===== src/rtl/serial_tx_pkg.sv =====
// Shared state encoding and default word width for the serial pattern transmitter.
package serial_tx_pkg;

  localparam int SERIAL_TX_DATA_W = 20;

  typedef enum logic [1:0] {
    ST_IDLE  = 2'd0,
    ST_SHIFT = 2'd1,
    ST_GAP   = 2'd2
  } tx_state_e;

endpackage


===== src/rtl/piso_shift_reg.sv =====
// Parallel-in/serial-out shift register: load has priority over shift, LSB shifts out first.
module piso_shift_reg #(
  parameter int DATA_W = 20
) (
  input  logic              clock,
  input  logic              reset,
  input  logic              i_load,
  input  logic              i_shift,
  input  logic [DATA_W-1:0] i_data,
  output logic              o_lsb
);

  logic [DATA_W-1:0] r_data;

  always_ff @(posedge clock or negedge reset) begin
    if (!reset) begin
      r_data <= '0;
    end else if (i_load) begin
      r_data <= i_data;
    end else if (i_shift) begin
      r_data <= {1'b0, r_data[DATA_W-1:1]};
    end
  end

  assign o_lsb = r_data[0];

endmodule


===== src/rtl/serial_pattern_tx.sv =====
// Word-to-bitstream transmitter (LSB first, one bit per clock).
// Define SERIAL_TX_GAP_EN to insert GAP_CYCLES quiet cycles after every word.
module serial_pattern_tx
  import serial_tx_pkg::*;
#(
  parameter int DATA_W     = SERIAL_TX_DATA_W,
  parameter int GAP_CYCLES = 2
) (
  input  logic              clock,
  input  logic              reset,
  input  logic              load_valid,
  input  logic [DATA_W-1:0] load_data,
  output logic              load_ready,
  output logic              x,
  output logic              x_valid,
  output logic              busy,
  output logic              done
);

`ifdef SERIAL_TX_GAP_EN
  localparam bit GAP_EN = 1'b1;
`else
  localparam bit GAP_EN = 1'b0;
`endif

  localparam int CNT_W = $clog2(DATA_W);
  localparam int GAP_W = (GAP_CYCLES > 1) ? $clog2(GAP_CYCLES) : 1;
  localparam logic [CNT_W-1:0] LAST_BIT = CNT_W'(DATA_W - 1);
  localparam logic [GAP_W-1:0] LAST_GAP = GAP_W'(GAP_CYCLES - 1);

  tx_state_e        r_state;
  tx_state_e        w_state_next;
  logic [CNT_W-1:0] r_cnt;
  logic [CNT_W-1:0] w_cnt_next;
  logic [GAP_W-1:0] r_gap_cnt;
  logic [GAP_W-1:0] w_gap_next;
  logic             w_load;
  logic             w_shift;
  logic             w_last;
  logic             w_lsb;

  piso_shift_reg #(
    .DATA_W (DATA_W)
  ) u_piso (
    .clock   (clock),
    .reset   (reset),
    .i_load  (w_load),
    .i_shift (w_shift),
    .i_data  (load_data),
    .o_lsb   (w_lsb)
  );

  always_ff @(posedge clock or negedge reset) begin
    if (!reset) begin
      r_state   <= ST_IDLE;
      r_cnt     <= '0;
      r_gap_cnt <= '0;
    end else begin
      r_state   <= w_state_next;
      r_cnt     <= w_cnt_next;
      r_gap_cnt <= w_gap_next;
    end
  end

  assign w_last = (r_state == ST_SHIFT) && (r_cnt == LAST_BIT);

  // The bit counter parks on its last value between words and restarts only on a reload.
  always_comb begin
    w_state_next = r_state;
    w_cnt_next   = r_cnt;
    w_gap_next   = r_gap_cnt;
    w_load       = 1'b0;
    w_shift      = 1'b0;
    case (r_state)
      ST_IDLE: begin
        if (load_valid) begin
          w_load       = 1'b1;
          w_cnt_next   = '0;
          w_state_next = ST_SHIFT;
        end
      end
      ST_SHIFT: begin
        w_shift = 1'b1;
        if (r_cnt != LAST_BIT) begin
          w_cnt_next = r_cnt + CNT_W'(1);
        end else if (GAP_EN) begin
          w_gap_next   = '0;
          w_state_next = ST_GAP;
        end else if (load_valid) begin
          w_load     = 1'b1;
          w_shift    = 1'b0;
          w_cnt_next = '0;
        end else begin
          w_state_next = ST_IDLE;
        end
      end
      ST_GAP: begin
        if (r_gap_cnt == LAST_GAP) begin
          w_state_next = ST_IDLE;
        end else begin
          w_gap_next = r_gap_cnt + GAP_W'(1);
        end
      end
      default: begin
        w_state_next = ST_IDLE;
      end
    endcase
  end

  // Every output is a pure decode of flops, so load_valid never reaches load_ready combinationally.
  assign load_ready = (r_state == ST_IDLE) || (w_last && !GAP_EN);
  assign x_valid    = (r_state == ST_SHIFT);
  assign x          = w_lsb && (r_state == ST_SHIFT);
  assign busy       = (r_state != ST_IDLE);
  assign done       = w_last;

endmodule


===== config.mk =====
export PLATFORM = sky130hd
export DESIGN_NAME = serial_pattern_tx
export DESIGN_NICKNAME = d
export VERILOG_FILES = /design/src/rtl/serial_tx_pkg.sv /design/src/rtl/piso_shift_reg.sv /design/src/rtl/serial_pattern_tx.sv
export SDC_FILE = /design/constraint.sdc
export NUM_CORES = 1
export LEC_CHECK = 0
export ABC_AREA = 1
export CORE_AREA = 4 4 61 63
export CTS_BUF_LIST = sky130_fd_sc_hd__clkbuf_8
export DETAILED_ROUTE_END_ITERATION = 12
export DIE_AREA = 0 0 65 67
export PLACE_DENSITY = 0.85
export SYNTH_ARGS = -nofsm -noshare
export SYNTH_HDL_FRONTEND = slang
export SYNTH_SLANG_ARGS = --single-unit

===== constraint.sdc =====
create_clock -name clock -period 2.3 [get_ports clock]
set_input_delay 0.46 -clock clock [delete_from_list [all_inputs] [get_ports clock]]
set_output_delay 0.46 -clock clock [all_outputs]
set_load 0.05 [all_outputs]

# After elaboration in Yosys (flattened, before gate mapping)

Index checks and enable logic that the tools add are counted.

Flip-flop bits (word level): 28
Word-level logic and storage cells: 39
Bits of input ports: 23
Output and inout bits: 5

$add $sub $neg: 2
Equal/unequal tests: 8
Muxes and demuxes: 17
Reductions and logical operators: 8

Operators by type and width:

| cell                                                            | count |
|---|---|
| 20-bit 2-to-1 mux                                               | 2 |
| 5-bit 2-to-1 mux                                                | 2 |
| 5-bit one-hot mux with 2 select lines                           | 1 |
| 2-bit 2-to-1 mux                                                | 4 |
| 2-bit inequality test, second input constant                    | 4 |
| 1-bit 2-to-1 mux                                                | 6 |
| 2-bit one-hot mux with 3 select lines                           | 1 |
| 2-bit nonzero test                                              | 3 |
| 5-bit by 1-bit adder with 5-bit output, second input constant   | 1 |
| 5-bit == test, second input constant                            | 1 |
| 5-bit inequality test, second input constant                    | 1 |
| 4-bit AND reduction                                             | 1 |
| 2-bit by 1-bit == test with 1-bit output, second input constant | 1 |
| 2-bit == test, second input constant                            | 1 |
| 1-bit logical AND                                               | 2 |
| 2-bit logical NOT                                               | 1 |
| 1-bit one-hot mux with 2 select lines                           | 1 |
| 1-bit adder, second input constant                              | 1 |
| 1-bit logical OR                                                | 1 |

# Depth between registers and ports, before layout

Gate-level depths: netlist of run 1.

Depth in word-level cells: 5
Mapped depth: 9
Gate-level depth less buffers: 8

# Modules after synthesis

From an unflattened synthesis of run 1, not the netlist that was laid out.

Cells, all modules: 158
Area total of the unflattened synthesis: 1,386.3 µm²

By module, submodules not included:

| module            | seq. area each (µm²) | area an instance (µm²) | cells each | times used |
|---|---|---|---|---|
| piso_shift_reg    | 500.5                | 974.7                  | 108        | 1 |
| serial_pattern_tx | 150.1                | 411.6                  | 50         | 1 |

# Worst setup path before layout of run 1

Ideal clock, no wire load.

Path type: reg2out
Start: register r_state[0]
End: output done
Buffers on the path: 2
Slack: 102 ps
Stages on the path, launching flop included: 5
Arrival time: 1,738 ps
Required time: 1,840 ps
Path through: dfrtp_1 > buf_6 > inv_2 > buf_2 > nor2_1

Cells in the longest elaborated chain, start to end: 2

Ends and longest elaborated chain:

| what                                     | RTL line                | text |
|---|---|---|
| start, declared                          | serial_pattern_tx.sv:31 | `tx_state_e r_state;` |
| start signal, assigned                   | serial_pattern_tx.sv:59 | `r_state <= w_state_next;` |
| 2-bit by 1-bit == test with 1-bit output | serial_pattern_tx.sv:65 | `assign w_last = (r_state == ST_SHIFT) && (r_cnt == LAST_BIT);` |
| 1-bit logical AND                        | serial_pattern_tx.sv:65 |  |
| end, declared                            | serial_pattern_tx.sv:17 | `output logic done` |

No other way between the ends.

# Worst setup path after layout of run 1

Start: register r_cnt[0]
End: output load_ready

Cells in the longest elaborated chain, start to end: 3

Ends and longest elaborated chain:

| what                   | RTL line                 | text |
|---|---|---|
| start, declared        | serial_pattern_tx.sv:33  | `logic [CNT_W-1:0] r_cnt;` |
| start signal, assigned | serial_pattern_tx.sv:60  | `r_cnt <= w_cnt_next;` |
| 5-bit == test          | serial_pattern_tx.sv:65  |  |
| 1-bit logical AND      | serial_pattern_tx.sv:65  |  |
| 1-bit logical OR       | serial_pattern_tx.sv:111 | `assign load_ready = (r_state == ST_IDLE) \|\| (w_last && !GAP_EN);` |
| end, declared          | serial_pattern_tx.sv:13  | `output logic load_ready,` |

No other way between the ends.

==> results of run 1 <==
[cell type report]
| type | instances | area [um2] | area share |
|---|---|---|---|
| tap | 46 | 57.6 | 0.0306 |
| timing repair buffer | 32 | 358 | 0.190 |
| multi-input combinational | 109 | 751 | 0.399 |
| clock buffer | 3 | 41.3 | 0.0220 |
| sequential | 26 | 651 | 0.346 |
| inverter | 6 | 22.5 | 0.0120 |
[worst max-delay path: stages, from the launching register on]
cell and delay [ns]:
dfrtp_1 0.42, ha_1 0.27, inv_2 0.06, nor2_4 0.12, nand2_4 0.10, nand2_8 0.20
buf_12 0.17
[kinds of logic after synthesis]
group,count (synthesis),share of synthesized area
AOI/OAI and AO/OA,2,0.00885
and+or+nand+nor,104,0.455
buffers and inverters,20,0.0982
DFF,26,0.419
xor gates and xnor gates,2,0.0113
adders and majority gates,1,0.00805
[routing by layer]
layer | GRT usage | wire, um | part of all wire
met1 | 0.222 | 1470 | 0.44
met5 | 0 | 0 | 0
met4 | 0.0501 | 44 | 0.013
met3 | 0.0270 | 179 | 0.054
met2 | 0.258 | 1630 | 0.49
[state kept, by name, indices dropped and copies added (netlist names)]
signal / flops
r_cnt: 5
r_state: 1
u_piso.r_data: 20
[where the power goes]
| part | internal [uW] | total [uW] | switching [uW] |
|---|---|---|---|
| Clock | 117 | 256 | 139 |
| Sequential | 616 | 755 | 139 |
| Combinational | 303 | 679 | 376 |
[through the flow]
| stage | total power (uW) | area, um2 | std cells | utilization |
|---|---|---|---|---|
| floorplan | 1250 | 1550 | 155 | - |
| global placement | 1400 | 1840 | 219 | 0.569 |
| detailed placement | 1450 | 1840 | 219 | 0.569 |
| CTS | 1710 | 1880 | 222 | 0.582 |
| global route | 1800 | 1880 | 222 | 0.582 |
| finish | 1690 | 1880 | 222 | 0.582 |
[cell usage in the layout, fill, tap and decap left out]
cell type,netlist,final
inv_2,3,3
ha_1,1,1
nand2_4,1,1
buf_4,2,5
clkdlybuf4s50_1,0,22
o21ai_1,1,1
nor2_4,2,2
nand3_2,33,33
xor2_1,2,2
nand2_1,10,10
clkbuf_8,1,3
o21ai_2,1,1
buf_12,2,5
inv_1,3,3
dfrtp_1,26,26
nand2_8,1,1
nand4_1,1,1
nand3_1,55,55
nor2_1,1,1
[worst max-delay path by stage]
stage	end	cells past startpoint	slack, ns
after floorplan	done	4	0.10
after global placement	r_cnt[4]$_DFF_PN0_	6	0.43
after detailed placement	r_cnt[4]$_DFF_PN0_	6	0.38
after CTS	load_ready	6	0.22
after global routing	load_ready	6	0.10
final	load_ready	6	0.23
==> impl_metrics.json, run 1 <==
{
  "netlist_area_mm2": 0.00155,
  "drc": 0,
  "synth-edff-count": 0,
  "die_area_mm2": 0.00436,
  "syn-mean-instance-area_um2": 10.0,
  "slew_headroom": 0.605,
  "fin_hold_ws_ns": 0.530,
  "yosysUniqueCellTypes": 21,
  "place_ws_ns": 0.380,
  "nets": 202,
  "rsz0062_at_grt": "false",
  "synth.most_common_cell": "nand3_1",
  "postCtsHoldBufs": 0,
  "drt-pass1-iter-count": 4,
  "start_util": 0.481,
  "leakagePower_uw": 0.000900,
  "cts_setup_buffers": 0,
  "setup_viol": 0,
  "coreArea_mm2": 0.00323,
  "fillerInstances": 277,
  "rrSetupSlack_ns": 0.66,
  "vias_per_cell": 5.54,
  "grt_pass1_wl_um": 5450,
  "clk_path_buf_depth": 2,
  "cts_inserted_buffers": 3,
  "postRouteWirelength_um": 3320,
  "fin_ws_ns": 0.229,
  "pwr_density_cell_mw_per_mm2": 899,
  "slew_viol_final": 0,
  "finalCritPeriodShare": 0.900,
  "hpwl_um": 2270,
  "synthTopCellsByCount": "nand3_1, nand3_2, dfrtp_1, nand2_1, buf_2",
  "ys_seq_area_frac": 0.419,
  "synth-warning-count": 0,
  "die_h_um": 67,
  "ant_nets": 0,
  "syn_to_final_growth_pct": 21.0,
  "arrival_ns": 1.61,
  "ctsHtreeMaxLevel": 1,
  "wire_per_inst_um": 14.9,
  "ff2ff_path_depth": 8,
  "antenna_cells": 0,
  "place_congestion": 0.782,
  "crit_start": "r_cnt[0]$_DFF_PN0_",
  "worst_hold_path_type": "reg -> reg",
  "overflow": 0,
  "ir_drop_v": 0.000366,
  "max_freq_ghz": 0.483,
  "synth_flop_cell": "dfrtp_1",
  "cp_data_required_time_ns": 1.84,
  "cts.sinks": 26,
  "hold_start": "r_cnt[0]$_DFF_PN0_",
  "worstReg2RegStart": "r_cnt[0]$_DFF_PN0_",
  "grt_max_degree": 27,
  "drive_above_1_share": 0.307,
  "status": "finished clean",
  "max_cap_viol_count": 0,
  "final-hold-violation-count": 0,
  "syn-num-nets": 179,
  "rr_endpoint": "r_cnt[4]$_DFF_PN0_",
  "cp-end-kind": "primary output",
  "die_w_um": 65,
  "antenna_found_initial": 0,
  "clock_latency_ns": 0.27,
  "cts-root-buf": "clkbuf_8",
  "yosys_register_bits": 26,
  "clk_pin_slew_ns": 0.09,
  "synth_cells": 155,
  "rows": 21,
  "min_to": "r_cnt[0]$_DFF_PN0_",
  "period_needed_ns": 2.07,
  "async_flop_share": 1.00,
  "num_vias": 1230,
  "post_cts_resized": 0,
  "whs_path_depth": 1,
  "gr-usage-all-layers": 0.161,
  "cts_tree": "yes",
  "yosys-top-cells-area": "dfrtp_1, nand3_2, nand3_1",
  "io_pins": 28,
  "tightest_slew_ns": 0.592,
  "drt-initial-drc-count": 67,
  "synth_top_area_cell": "dfrtp_1",
  "fin_setup_tns_ns": 0,
  "cp-start-kind": "register",
  "yosys.area.top_type_share": 0.419,
  "io_buffers": 27,
  "skew_ns": 0.00226,
  "grt_pass1_vias": 1158,
  "critPathMaxFanout": 25,
  "crit_type": "reg -> out"
}
(Power assumes the default switching activity.)
==> run 2, diff against run 1 <==
CORE_AREA = 4 4 53 73   (was 4 4 61 63)
DIE_AREA = 0 0 57 77   (was 0 0 65 67)
PLACE_DENSITY = 0.84   (was 0.85)
==> impl_metrics.json, run 2 (synthesis gave the netlist of run 1 again) <==
{
  "status": "finished clean",
  "clk_pin_slew_ns": 0.09,
  "multi_input_area_um2": 751,
  "cts_tree": "yes",
  "swShare": 0.389,
  "largest_reg_flops": 20,
  "drt-initial-drc-count": 69,
  "io_pins": 28,
  "fin_setup_tns_ns": 0,
  "drive_above_1_share": 0.303,
  "period_needed_ns": 2.14,
  "tightest_slew_ns": 0.444,
  "cp-end-kind": "primary output",
  "critPathMaxFanout": 25,
  "max_cap_viol_count": 0,
  "critPathCapture": "load_ready",
  "grt_pass1_wl_um": 5890,
  "clock_latency_ns": 0.27,
  "worst_hold_path_type": "reg -> reg",
  "cp_num_cells": 6,
  "die_h_um": 77,
  "path_buf_inv": 2,
  "ff2ff_path_depth": 8,
  "arrival_ns": 1.68,
  "top_register": "u_piso.r_data",
  "final-hold-violation-count": 0,
  "hpwl_um": 2250,
  "rsz0062_at_grt": "false",
  "grt_pass1_vias": 1314,
  "die_w_um": 57,
  "wire_per_inst_um": 15.7,
  "num_vias": 1259,
  "post_cts_resized": 0,
  "crit_family": "simple AND/OR/NAND/NOR gates",
  "cp_cell_sequence": "ha_1, inv_2, nor2_4, nand2_4, nand2_8, buf_4",
  "clk_path_buf_depth": 2,
  "grt_max_degree": 27,
  "pwr_density_cell_mw_per_mm2": 907,
  "rrSetupSlack_ns": 0.63,
  "die_area_mm2": 0.00439,
  "crit_type": "reg -> out",
  "finalCritPeriodShare": 0.930,
  "postRouteWirelength_um": 3370,
  "fin_cells": 214,
  "place_congestion": 0.827,
  "comb_power_share": 0.402,
  "p_seq_frac": 0.445,
  "coreArea_mm2": 0.00318,
  "layout_commonest_cell": "nand3_1",
  "cts.sinks": 26,
  "cp_data_required_time_ns": 1.84,
  "start_util": 0.488,
  "vias_per_cell": 5.88,
  "cts-root-buf": "clkbuf_8",
  "drt-pass1-iter-count": 4,
  "ir_drop_v": 0.000706,
  "antenna_cells": 0,
  "ant_nets": 0,
  "placed_cells": 211,
  "ctsHtreeMaxLevel": 1,
  "antenna_found_initial": 0,
  "p_int_uw": 1030,
  "crit_start": "r_cnt[0]$_DFF_PN0_",
  "leakagePower_uw": 0.000892,
  "crit_slowest_cell": "dfrtp_1",
  "postCtsHoldBufs": 0,
  "io_buffers": 27,
  "cts_setup_buffers": 0,
  "nets": 201,
  "clkPwrFrac": 0.153,
  "seq_area_um2": 651,
  "drc": 0,
  "max_freq_ghz": 0.467,
  "top_regs": "u_piso.r_data (20), r_cnt (5), r_state (1)",
  "skew_ns": 0.00172,
  "cts_inserted_buffers": 3,
  "syn_to_final_growth_pct": 19.2,
  "final_cell_mix": "nand3_1, nand3_2, dfrtp_1",
  "setup_viol": 0,
  "slew_viol_final": 0,
  "overflow": 0,
  "rr_endpoint": "r_cnt[4]$_DFF_PN0_",
  "rows": 24,
  "fillerInstances": 296,
  "worstReg2RegStart": "r_cnt[0]$_DFF_PN0_",
  "power.switching_uw": 654,
  "gr-usage-all-layers": 0.165,
  "slew_headroom": 0.703,
  "cp-start-kind": "register",
  "cpPeakStageDelay_ns": 0.41
}
## run 2: final cells by class
cell class,instances,share of cell area
multi-input combinational,109,0.405
sequential,26,0.351
tap,39,0.0264
timing repair buffer,31,0.182
inverter,6,0.0122
clock buffer,3,0.0223
## run 2: worst register-to-register path, cell delays in order (launching register included)
cell and delay (ns):
dfrtp_1 0.41, ha_1 0.27, inv_2 0.07, nor2_4 0.12
nand3_2 0.35, nand2_1 0.16, nand2_1 0.06, nand2_1 0.06
nand2_1 0.06
## run 2: per-layer routing
layer | share of wire | routed length (um) | up-vias | global-route usage
met5 | 0 | 0 | - | 0
met4 | 0.012 | 42 | 0 | 0.0510
met3 | 0.058 | 196 | 5 | 0.0403
met2 | 0.51 | 1710 | 40 | 0.276
met1 | 0.42 | 1420 | 634 | 0.208
li1 | - | - | 580 | -
## run 2: power groups by stage
stage / Combinational (uW) / Clock, uW / Sequential (uW)
5_1_grt: 739 / 280 / 767
3_3_place_gp: 642 / 0 / 743
4_1_cts: 681 / 264 / 743
2_1_floorplan: 517 / 0 / 729
3_5_place_dp: 678 / 0 / 750
6_report: 676 / 257 / 747
## run 2: through the flow
| step | total power, uW | setup slack [ns] | cell area [um2] | hold WS, ns | util |
|---|---|---|---|---|---|
| floorplan | 1250 | 0.102 | 1550 | 0.164 | - |
| global route | 1790 | 0.0587 | 1850 | 0.563 | 0.582 |
| finish | 1680 | 0.161 | 1850 | 0.517 | 0.582 |
| global placement | 1390 | 0.494 | 1810 | 0.497 | 0.569 |
| CTS | 1690 | 0.149 | 1850 | 0.521 | 0.582 |
| detailed placement | 1430 | 0.457 | 1810 | 0.496 | 0.569 |
## run 2: worst min-delay path by stage
stage | endpoint | start | cells past startpoint
detailed placement | u_piso.r_data[19]$_DFFE_PN0P_ | u_piso.r_data[19]$_DFFE_PN0P_ | 2
CTS | u_piso.r_data[19]$_DFFE_PN0P_ | u_piso.r_data[19]$_DFFE_PN0P_ | 2
global placement | r_cnt[0]$_DFF_PN0_ | r_cnt[0]$_DFF_PN0_ | 1
global route | u_piso.r_data[1]$_DFFE_PN0P_ | u_piso.r_data[1]$_DFFE_PN0P_ | 2
floorplan | r_cnt[0]$_DFF_PN0_ | reset | 0
finish | u_piso.r_data[19]$_DFFE_PN0P_ | u_piso.r_data[19]$_DFFE_PN0P_ | 2
==> run 3, diff against run 2 <==
clock period = 2.6 ns   (was 2.3 ns; I/O delays follow)
==> impl_metrics.json, run 3 (synthesis gave the netlist of run 1 again) <==
{
  "status": "finished clean",
  "rows": 24,
  "arrival_ns": 1.65,
  "drt-initial-drc-count": 66,
  "grt_pass1_vias": 1267,
  "postRouteWirelength_um": 3180,
  "ctsHtreeMaxLevel": 1,
  "io_buffers": 27,
  "fin_setup_tns_ns": 0,
  "top_register": "u_piso.r_data",
  "comb_power_share": 0.388,
  "setup_viol": 0,
  "wl_met2_um": 1640,
  "wl_met1_um": 1300,
  "final-hold-violation-count": 0,
  "swShare": 0.387,
  "cts.sinks": 26,
  "io_pins": 28,
  "grt_max_degree": 27,
  "slew_viol_final": 0,
  "skew_ns": 0.00209,
  "ir_drop_v": 0.000563,
  "ant_nets": 0,
  "overflow": 0,
  "pwr_density_cell_mw_per_mm2": 791,
  "post_cts_resized": 0,
  "cts_tree": "yes",
  "hpwl_um": 2150,
  "met3_length_um": 216,
  "cts_inserted_buffers": 3,
  "final_cell_mix": "nand3_1, nand3_2, dfrtp_1",
  "cp_data_required_time_ns": 2.08,
  "tightest_slew_ns": 0.436,
  "clock_latency_ns": 0.26,
  "crit_family": "simple AND/OR/NAND/NOR gates",
  "crit_slowest_cell": "dfrtp_1",
  "vias_per_cell": 5.76,
  "die_area_mm2": 0.00439,
  "highest_layer": "met4",
  "finalCritPeriodShare": 0.836,
  "layout_commonest_cell": "nand3_1",
  "worstReg2RegStart": "r_cnt[0]$_DFF_PN0_",
  "place_ws_ns": 0.712,
  "rsz0062_at_grt": "false",
  "slew_headroom": 0.709,
  "worst_hold_path_type": "reg -> reg",
  "max_freq_ghz": 0.460,
  "cp-end-kind": "primary output",
  "fin_cells": 214,
  "placed_cells": 211,
  "die_w_um": 57,
  "coreArea_mm2": 0.00318,
  "power.switching_uw": 556,
  "gr-usage-all-layers": 0.155,
  "drc": 0,
  "cp_cell_sequence": "ha_1, inv_2, nor2_4, nand2_4, nand2_8, buf_4",
  "die_h_um": 77,
  "period_needed_ns": 2.17,
  "fin_ws_ns": 0.427,
  "cts_setup_buffers": 0,
  "cp-start-kind": "register",
  "syn_to_final_growth_pct": 16.7,
  "cpPeakStageDelay_ns": 0.41,
  "drive_above_1_share": 0.303,
  "antenna_found_initial": 0,
  "num_vias": 1232,
  "hold_start": "r_cnt[0]$_DFF_PN0_",
  "largest_reg_flops": 20,
  "postCtsHoldBufs": 0,
  "antenna_cells": 0,
  "cts-root-buf": "clkbuf_8",
  "place_congestion": 0.817,
  "start_util": 0.488,
  "clk_path_buf_depth": 2,
  "clk_pin_slew_ns": 0.08,
  "top_regs": "u_piso.r_data (20), r_cnt (5), r_state (1)",
  "wire_per_inst_um": 14.8,
  "crit_start": "r_cnt[0]$_DFF_PN0_",
  "critPathMaxFanout": 25,
  "clkPwrFrac": 0.153,
  "p_int_uw": 879,
  "nets": 201,
  "p_seq_frac": 0.459,
  "max_cap_viol_count": 0,
  "leakagePower_uw": 0.000876,
  "path_buf_inv": 2,
  "crit_type": "reg -> out",
  "grt_pass1_wl_um": 5620,
  "drt-pass1-iter-count": 4
}
[run 3: cell counts in the layout (fill, tap and decap cells not counted)]
No cell type changed its count.
[run 3: metrics by stage]
step / power (uW) / hold slack (ns) / utilization / instance area [um2]
4_1_cts: 1450 / 0.519 / 0.570 / 1810
2_1_floorplan: 1100 / 0.224 / - / 1550
6_report: 1430 / 0.515 / 0.570 / 1810
3_3_place_gp: 1190 / 0.496 / 0.557 / 1770
5_1_grt: 1540 / 0.550 / 0.570 / 1810
3_5_place_dp: 1230 / 0.505 / 0.557 / 1770
[run 3: layout make-up]
| cell class | count | area, um2 |
|---|---|---|
| tap | 39 | 48.8 |
| fill | 318 | 1370 |
| timing repair buffer | 31 | 300 |
| sequential | 26 | 651 |
| clock buffer | 3 | 41.3 |
| multi-input combinational | 109 | 751 |
| inverter | 6 | 22.5 |
[run 3: final timing paths]
check	endpoint	slack, ns	cells past startpoint
setup / recovery	load_ready	0.43	6
max in group asynchronous	u_piso.r_data[3]$_DFFE_PN0P_	1.73	2
hold reg to reg	r_cnt[0]$_DFF_PN0_	0.52	1
min in group asynchronous	u_piso.r_data[7]$_DFFE_PN0P_	0.62	2
setup reg to reg	r_cnt[4]$_DFF_PN0_	0.99	8
hold / removal	r_cnt[0]$_DFF_PN0_	0.52	1
[run 3: power by group through the flow]
stage               sequential (uW)  clock, uW  combinational, uW
floorplan                       645          0                458
global placement                654          0                537
detailed placement              662          0                565
CTS                             658        225                567
global route                    680        240                622
finish                          658        219                557
[run 3: layer usage]
| metal | vias up | GRT usage |
|---|---|---|
| li1 | 583 | - |
| met1 | 597 | 0.200 |
| met2 | 49 | 0.268 |
| met3 | 3 | 0.0252 |
| met4 | 0 | 0.0371 |
| met5 | - | 0 |
